<file path="src/rtl/uart_tx.sv">
// 8N1 serial transmitter: one byte per accepted request, LSB first, fixed bit period.
// All outputs are registered so the pin never glitches.
module uart_tx #(
    parameter int unsigned CLKS_PER_BIT = 5208
) (
    input  logic       i_clk,
    input  logic       i_rst,
    input  logic       i_tx_start,
    input  logic [7:0] i_tx_data,
    output logic       o_tx,
    output logic       o_tx_busy,
    output logic       o_tx_done
);

    localparam int unsigned CntW = $clog2(CLKS_PER_BIT);
    localparam logic [CntW-1:0] CntTerm = CntW'(CLKS_PER_BIT - 1);

    typedef enum logic [1:0] {StIdle, StStart, StData, StStop} state_t;

    state_t          r_state, w_state_d;
    logic [CntW-1:0] r_cnt, w_cnt_d;
    logic [2:0]      r_idx, w_idx_d;
    logic [7:0]      r_shift, w_shift_d;
    logic            r_tx, w_tx_d;
    logic            r_busy, w_busy_d;
    logic            r_done, w_done_d;
    logic            w_term;

    assign w_term = (r_cnt == CntTerm);

    always_comb begin
        w_state_d = r_state;
        w_cnt_d   = r_cnt;
        w_idx_d   = r_idx;
        w_shift_d = r_shift;
        w_done_d  = 1'b0;
        unique case (r_state)
            StIdle: begin
                if (i_tx_start) begin
                    w_shift_d = i_tx_data;
                    w_cnt_d   = '0;
                    w_idx_d   = '0;
                    w_state_d = StStart;
                end
            end
            StStart: begin
                if (w_term) begin
                    w_cnt_d   = '0;
                    w_state_d = StData;
                end else begin
                    w_cnt_d = r_cnt + 1'b1;
                end
            end
            StData: begin
                if (w_term) begin
                    w_cnt_d   = '0;
                    w_shift_d = r_shift >> 1;
                    if (r_idx == 3'd7) begin
                        w_state_d = StStop;
                    end else begin
                        w_idx_d = r_idx + 3'd1;
                    end
                end else begin
                    w_cnt_d = r_cnt + 1'b1;
                end
            end
            StStop: begin
                if (w_term) begin
                    w_cnt_d   = '0;
                    w_state_d = StIdle;
                    w_done_d  = 1'b1;
                end else begin
                    w_cnt_d = r_cnt + 1'b1;
                end
            end
            default: w_state_d = StIdle;
        endcase

        // Line level is derived from the state being entered so it lands on the same edge.
        case (w_state_d)
            StStart: w_tx_d = 1'b0;
            StData:  w_tx_d = w_shift_d[0];
            default: w_tx_d = 1'b1;
        endcase
        w_busy_d = (w_state_d != StIdle);
    end

    always_ff @(posedge i_clk) begin
        if (i_rst) begin
            r_state <= StIdle;
            r_cnt   <= '0;
            r_idx   <= '0;
            r_shift <= '0;
            r_tx    <= 1'b1;
            r_busy  <= 1'b0;
            r_done  <= 1'b0;
        end else begin
            r_state <= w_state_d;
            r_cnt   <= w_cnt_d;
            r_idx   <= w_idx_d;
            r_shift <= w_shift_d;
            r_tx    <= w_tx_d;
            r_busy  <= w_busy_d;
            r_done  <= w_done_d;
        end
    end

    assign o_tx      = r_tx;
    assign o_tx_busy = r_busy;
    assign o_tx_done = r_done;

endmodule

</file>
<file path="config.mk">
export PLATFORM = sky130hd
export DESIGN_NAME = uart_tx
export DESIGN_NICKNAME = d
export VERILOG_FILES = /design/src/rtl/uart_tx.sv
export SDC_FILE = /design/constraint.sdc
export NUM_CORES = 1
export LEC_CHECK = 0
export BUFFER_PORTS_ARGS = -buffer_cell sky130_fd_sc_hd__buf_2
export CAP_MARGIN = 5
export CORE_ASPECT_RATIO = 0.9
export CORE_MARGIN = 2
export CORE_UTILIZATION = 62
export DETAILED_ROUTE_END_ITERATION = 8
export PLACE_DENSITY_LB_ADDON = 0.3
export SYNTH_ARGS = -nofsm -noshare
export SYNTH_HDL_FRONTEND = slang
export SYNTH_SLANG_ARGS = --single-unit
</file>
<file path="constraint.sdc">
create_clock -name i_clk -period 5 [get_ports i_clk]
set_input_delay 0 -clock i_clk [delete_from_list [all_inputs] [get_ports i_clk]]
set_output_delay 0 -clock i_clk [all_outputs]
set_load 0.03 [all_outputs]
</file>
# After elaboration in Yosys (flattened, before gate mapping)
# Cells that the tools add are included.
# op_classes
eq_ne,10
n_mux,18
n_reduce_logical,7
n_bitwise,1
addsub,2
# op_table
cell,n
two-way mux 13 bit,2
case mux 13 bit (2 select lines),1
two-way mux 8 bit,2
case mux 8 bit (2 select lines),1
adder 13 x 1 -> 13 bit (second input constant),1
== test 13 bit (second input constant),1
two-way mux 2 bit,5
two-way mux 3 bit,3
case mux 2 bit (4 select lines),1
== test 2 bit (second input constant),3
inequality test 2 bit (second input constant),3
case mux 3 bit (2 select lines),1
== test 2 x 1 -> 1 bit (second input constant),2
AND reduction 4 bit,1
nonzero test 2 bit,2
adder 3 x 1 -> 3 bit (second input constant),1
== test 3 bit (second input constant),1
AND reduction 3 bit,1
OR reduction 3 bit,1
logical NOT 2 bit,1
case mux 1 bit (2 select lines),1
OR reduction 2 bit,1
two-way mux 1 bit,1
inverter 1 bit,1
# word_totals
word_cells,46
register_bits,29
output_inout_bits,3

# Depth between registers and ports, before layout
# depth
ltp_word,6
ltp_mapped,7

# Worst setup path before layout
# Ideal clock, no wire load.
# synth_timing
kind,register to register
from,reg r_cnt[0]
to,"reg r_tx, in the netlist o_tx"
setup_ns,0.129
stages_incl_launch_ff,8
path_slack_ns,3.279
arrival_time_ns,1.592
required_ns,4.871
cell_sequence,dfxtp_1 > ha_1 > nand4b_2 > nor4_2 > buf_4 > a211o_4 > a2111oi_2 > a31oi_1
# synth_between
elab_chain_cells,5
# synth_rtl
item,line_no,source
start: declaration,21,"logic [CntW-1:0] r_cnt, w_cnt_d;"
start signal: assignment,99,r_cnt <= w_cnt_d;
== test 13 bit *,29,assign w_term = (r_cnt == CntTerm);
"two-way mux 2 bit, on equally long branches","68, 47, 55",
case mux 2 bit (4 select lines),37,unique case (r_state)
== test 2 bit / == test 2 x 1 -> 1 bit (equally long branches),80,case (w_state_d)
case mux 1 bit (2 select lines) *,80,
end signal: assignment,102,r_tx <= w_tx_d;
end: declaration,24,"logic r_tx, w_tx_d;"
# Mark *: on every way between the ends. The rest lies on a longest branch, timed or not. The select of a mux whose other input is x is not followed.
# A chain may end at the register's enable or synchronous reset.

# Worst setup path after layout
# layout_timing
from,reg r_cnt[1]
to,"reg r_tx, in the netlist o_tx"
# The elaborated chain is that of the path after synthesis.

==> impl_table.tex <==
\begin{tabular}{lr}
\hline
Metric & Value \\
\hline
\multicolumn{2}{l}{\textbf{Logic synthesis}} \\
\quad Average footprint of a synthesized cell & 9.29 sq um \\
\quad Largest family of logic cells by synthesized area & simple AND/OR/NAND/NOR gates \\
\quad Share of synthesized registers carrying an async set or reset & 0 \\
\quad Count of state elements after synthesis & 29 \\
\quad Cell accounting for the most synthesized area & sky130\_fd\_sc\_hd\_\_dfxtp\_1 \\
\quad Mux contribution to synthesized area & 0.0132 \\
\quad Synth unique cells & 46 \\
\quad Synthesized-area fraction occupied by xor and xnor cells & 0.00579 \\
\quad Adder and majority cell fraction of the synthesized area & 0.0248 \\
\quad Area fraction of the dominant cell type after synthesis & 0.383 \\
\quad Main area contributors after synthesis & sky130\_fd\_sc\_hd\_\_dfxtp\_1 (38\%), sky130\_fd\_sc\_hd\_\_a311oi\_1 (6.4\%), sky130\_fd\_sc\_hd\_\_a21oi\_1 (4.6\%), sky130\_fd\_sc\_hd\_\_nand2\_1 (4.5\%), sky130\_fd\_sc\_hd\_\_nor2\_1 (4.2\%) \\
\quad Synth Instances & 163 \\
\quad Total number of yosys warnings & 0 \\
\quad Fraction of the mapped netlist area in compound gates & 0.244 \\
\quad Syn Nets & 177 \\
\quad Cell area after synthesis & 0.00151 sq mm \\
\quad Synth Flop Type & sky130\_fd\_sc\_hd\_\_dfxtp\_1 \\
\quad Basic-gate share of the synthesized area counting and, or, nand and nor cells & 0.268 \\
\quad EDFF count, synth & 0 \\
\quad Proportion of synthesized chip area in sequential cells & 0.383 \\
\multicolumn{2}{l}{\textbf{Place}} \\
\quad IO buf count & 13 \\
\quad Final HPWL DP & 2170 um \\
\quad GP Congestion & 0.780 \\
\multicolumn{2}{l}{\textbf{STA}} \\
\quad Worst slew slack as a fraction of its limit & 0.283 \\
\quad Hold violation total from the final report & 0 \\
\quad Unrepaired setup endpoints after global routing & no \\
\quad Final sum of negative setup slack & 0 ns \\
\quad Worst clock skew on the final layout & 0.00862 ns \\
\quad Minimum clock period after layout & 2.61 ns \\
\quad Maximum clock rate & 383 MHz \\
\quad Slew of the pin with the lowest slew margin & 1.07 ns \\
\quad Final count of pins violating max slew & 0 \\
\quad Endpoints failing setup & 0 \\
\quad Final period util & 0.522 \\
\multicolumn{2}{l}{\textbf{Run status}} \\
\quad Result of the run & finished, final reports clean \\
\multicolumn{2}{l}{\textbf{Die}} \\
\quad Number of cell rows & 16 \\
\quad Die height & 50.9 um \\
\quad Initial Utilization & 0.675 \\
\quad Horizontal extent of the die & 56.1 um \\
\quad Total core area & 0.00224 sq mm \\
\quad Number of ports placed on the die boundary & 14 \\
\quad Full die area & 0.00285 sq mm \\
\multicolumn{2}{l}{\textbf{Worst setup path}} \\
\quad Critical Path Fanout Max & 11 \\
\quad Critical path required time & 5.22 ns \\
\quad Kind of launch point of the worst setup path & flop \\
\quad Cells on worst reg2reg path & 6 \\
\quad Type of the worst setup path & flop to flop \\
\quad CP arrival & 2.83 ns \\
\quad Crit path capture type & flop \\
\multicolumn{2}{l}{\textbf{Clock network}} \\
\quad Clock tree from TritonCTS & yes \\
\quad Maximum count of clock buffers along a single path & 2 \\
\quad Clock latency of the later-clocked register in the worst-skew pair & 0.33 ns \\
\quad Post-CTS clock slew at the launch and capture registers of the worst setup and hold paths & 0.09 ns \\
\quad Number of buffers inserted during clock tree synthesis & 5 \\
\quad Post-CTS Hold Buffers & 7 \\
\quad Resized Gates After CTS & 0 \\
\quad CTS H-Tree Depth & 2 \\
\quad Count of clock tree sinks & 29 \\
\quad Master cell of the clock root buffer & sky130\_fd\_sc\_hd\_\_clkbuf\_4 \\
\quad Count of buffers added by post-CTS timing repair for setup & 0 \\
\multicolumn{2}{l}{\textbf{Finish}} \\
\quad Area added between synthesis and finish & 8.51\% \\
\quad Layout cell share with drive strength beyond 1 & 0.178 \\
\quad Ant. Diodes & 0 \\
\quad Final net count & 193 \\
\quad Fillcell total & 161 \\
\multicolumn{2}{l}{\textbf{GRT}} \\
\quad Global-route wire length before repair & 5610 um \\
\quad Overall fraction of global-route tracks in use & 0.261 \\
\quad Via count of the first global-routing pass & 1258 \\
\quad Number of antenna violations at the first check in global routing & 0 \\
\quad GRT overflow & 0 \\
\quad Maximum number of pins on one net before global-route repair & 29 \\
\multicolumn{2}{l}{\textbf{Pwr}} \\
\quad Maximum ir drop on the vdd rail & 0.199 mV \\
\quad Power per cell area & 263 mW/mm\^{}2 \\
\quad Net switching power of the design & 0.117 mW \\
\quad Internal portion of total power & 0.314 mW \\
\quad Static leakage & 0.601 nW \\
\quad Overall power after layout & 0.432 mW \\
\quad Share of power burned in the clock network & 0.319 \\
\quad Switching portion of total power & 0.272 \\
\quad Part of the power in combinational logic & 0.118 \\
\quad Fraction of power consumed by sequential logic & 0.563 \\
\multicolumn{2}{l}{\textbf{Detailed routing}} \\
\quad Post-detailed-route count of antenna-violating nets & 0 \\
\quad Starting DRT DRC Count & 45 \\
\quad Overall routed net length & 3360 um \\
\quad Vias & 1335 \\
\quad Final routed wire length divided by cell count & 16.2 um \\
\quad Number of iterations in the first detailed-routing pass & 4 \\
\quad Routed vias/inst & 6.45 \\
\quad DRC & 0 \\
\multicolumn{2}{l}{\textbf{Min path}} \\
\quad Kind of path behind the tightest hold check & primary input to flop \\
\quad Count of cells along the worst hold path & 3 \\
\multicolumn{2}{l}{\textbf{Flow run}} \\
\quad Max-cap violation count & 0 \\
\hline
\end{tabular}
[critical path, cell delays in order, from the launching register on]
cell and delay (ns):
sky130_fd_sc_hd__dfxtp_1 0.43, sky130_fd_sc_hd__ha_1 0.27, sky130_fd_sc_hd__nand4b_2 0.21, sky130_fd_sc_hd__nor4_2 0.95, sky130_fd_sc_hd__nand2b_1 0.20, sky130_fd_sc_hd__a2111oi_2 0.39, sky130_fd_sc_hd__a31oi_1 0.06
[cell usage after synthesis, types with 2 or more instances]
master and n:
sky130_fd_sc_hd__ha_1 3, sky130_fd_sc_hd__dfxtp_1 29, sky130_fd_sc_hd__buf_6 4, sky130_fd_sc_hd__o21ai_0 5
sky130_fd_sc_hd__buf_4 2, sky130_fd_sc_hd__nand3_1 2, sky130_fd_sc_hd__nor3b_1 2, sky130_fd_sc_hd__or3_1 2
sky130_fd_sc_hd__and3_2 2, sky130_fd_sc_hd__a22oi_1 8, sky130_fd_sc_hd__and4_1 2, sky130_fd_sc_hd__a311oi_1 11
sky130_fd_sc_hd__mux2i_1 2, sky130_fd_sc_hd__a21oi_1 14, sky130_fd_sc_hd__nand4_1 3, sky130_fd_sc_hd__nand2_1 18
sky130_fd_sc_hd__a31oi_1 2, sky130_fd_sc_hd__nor3_1 3, sky130_fd_sc_hd__a41oi_1 3, sky130_fd_sc_hd__nor2_1 17
sky130_fd_sc_hd__clkbuf_1 4
[power by group through the flow]
stage	combinational, mW	clock [mW]	sequential, mW
final	0.0507	0.138	0.243
after detailed placement	0.0450	0	0.248
after CTS	0.0491	0.138	0.243
after global routing	0.0558	0.150	0.244
after floorplan	0.0361	0	0.249
after global placement	0.0428	0	0.248
[stage by stage]
stage / cell area (sq um) / hold WS [ns] / setup slack (ns) / util / cells
global placement: 1520 / 0.232 / 2.58 / 0.680 / 192
finish: 1640 / 0.0596 / 2.39 / 0.733 / 207
detailed placement: 1520 / 0.237 / 2.47 / 0.680 / 192
CTS: 1640 / 0.0524 / 2.45 / 0.733 / 207
global route: 1640 / 0.0630 / 2.09 / 0.733 / 207
floorplan: 1510 / 0.141 / 3.28 / - / 163
[sequential cells by signal (all words and copies together), names as in the netlist]
signal	flops
o_tx	1
o_tx_done	1
o_tx_busy	1
r_shift	8
r_state	2
r_cnt	13
r_idx	3
[final timing paths]
check                                               end  slack [ns]                     from
worst max-delay path                    o_tx$_SDFF_PP1_        2.39    r_cnt[1]$_SDFFE_PP0N_
worst min-delay path              r_shift[0]$_SDFF_PP0_        0.06             i_tx_data[0]
worst max register to register          o_tx$_SDFF_PP1_        2.39    r_cnt[1]$_SDFFE_PP0N_
worst min register to register  r_shift[5]$_SDFFE_PP0P_        0.46  r_shift[5]$_SDFFE_PP0P_
[final cells by class]
| cell class | instances | area [sq um] | share of cell area |
|---|---|---|---|
| well taps | 27 | 33.8 | 0.0206 |
| clock buffers | 8 | 48.8 | 0.0297 |
| multi-input cells | 122 | 841 | 0.512 |
| flip-flops and latches | 29 | 581 | 0.353 |
| repair buffers | 20 | 135 | 0.0823 |
| inverters | 1 | 3.75 | 0.00228 |
[metal layers]
metal	track usage	wire, um	part of all wire	up-vias
met3	0.104	209	0.062	11
met2	0.410	1570	0.47	49
met5	0	0	0	-
met4	0.127	101	0.030	0
met1	0.314	1470	0.44	618
li1	-	-	-	657
[cells by family after synthesis]
kind of cell / after synthesis
AOI/OAI and AO/OA: 49
DFF: 29
and+or+nand+nor: 67
xor gates and xnor gates: 1
muxes: 2
adders and majority gates: 3
buffers and inverters: 12
[cells in the final DEF, fill, tap and decap left out, types with 3 or more instances in the layout]
master                           n
sky130_fd_sc_hd__dfxtp_1        29
sky130_fd_sc_hd__nand2_1        18
sky130_fd_sc_hd__nor2_1         17
sky130_fd_sc_hd__a21oi_1        14
sky130_fd_sc_hd__buf_2          13
sky130_fd_sc_hd__a311oi_1       11
sky130_fd_sc_hd__a22oi_1         8
sky130_fd_sc_hd__dlygate4sd3_1   7
sky130_fd_sc_hd__o21ai_0         5
sky130_fd_sc_hd__clkbuf_4        5
sky130_fd_sc_hd__a41oi_1         3
sky130_fd_sc_hd__nor3_1          3
sky130_fd_sc_hd__nand4_1         3
sky130_fd_sc_hd__ha_1            3
sky130_fd_sc_hd__clkbuf_1        3
(Power assumes the default switching activity.)
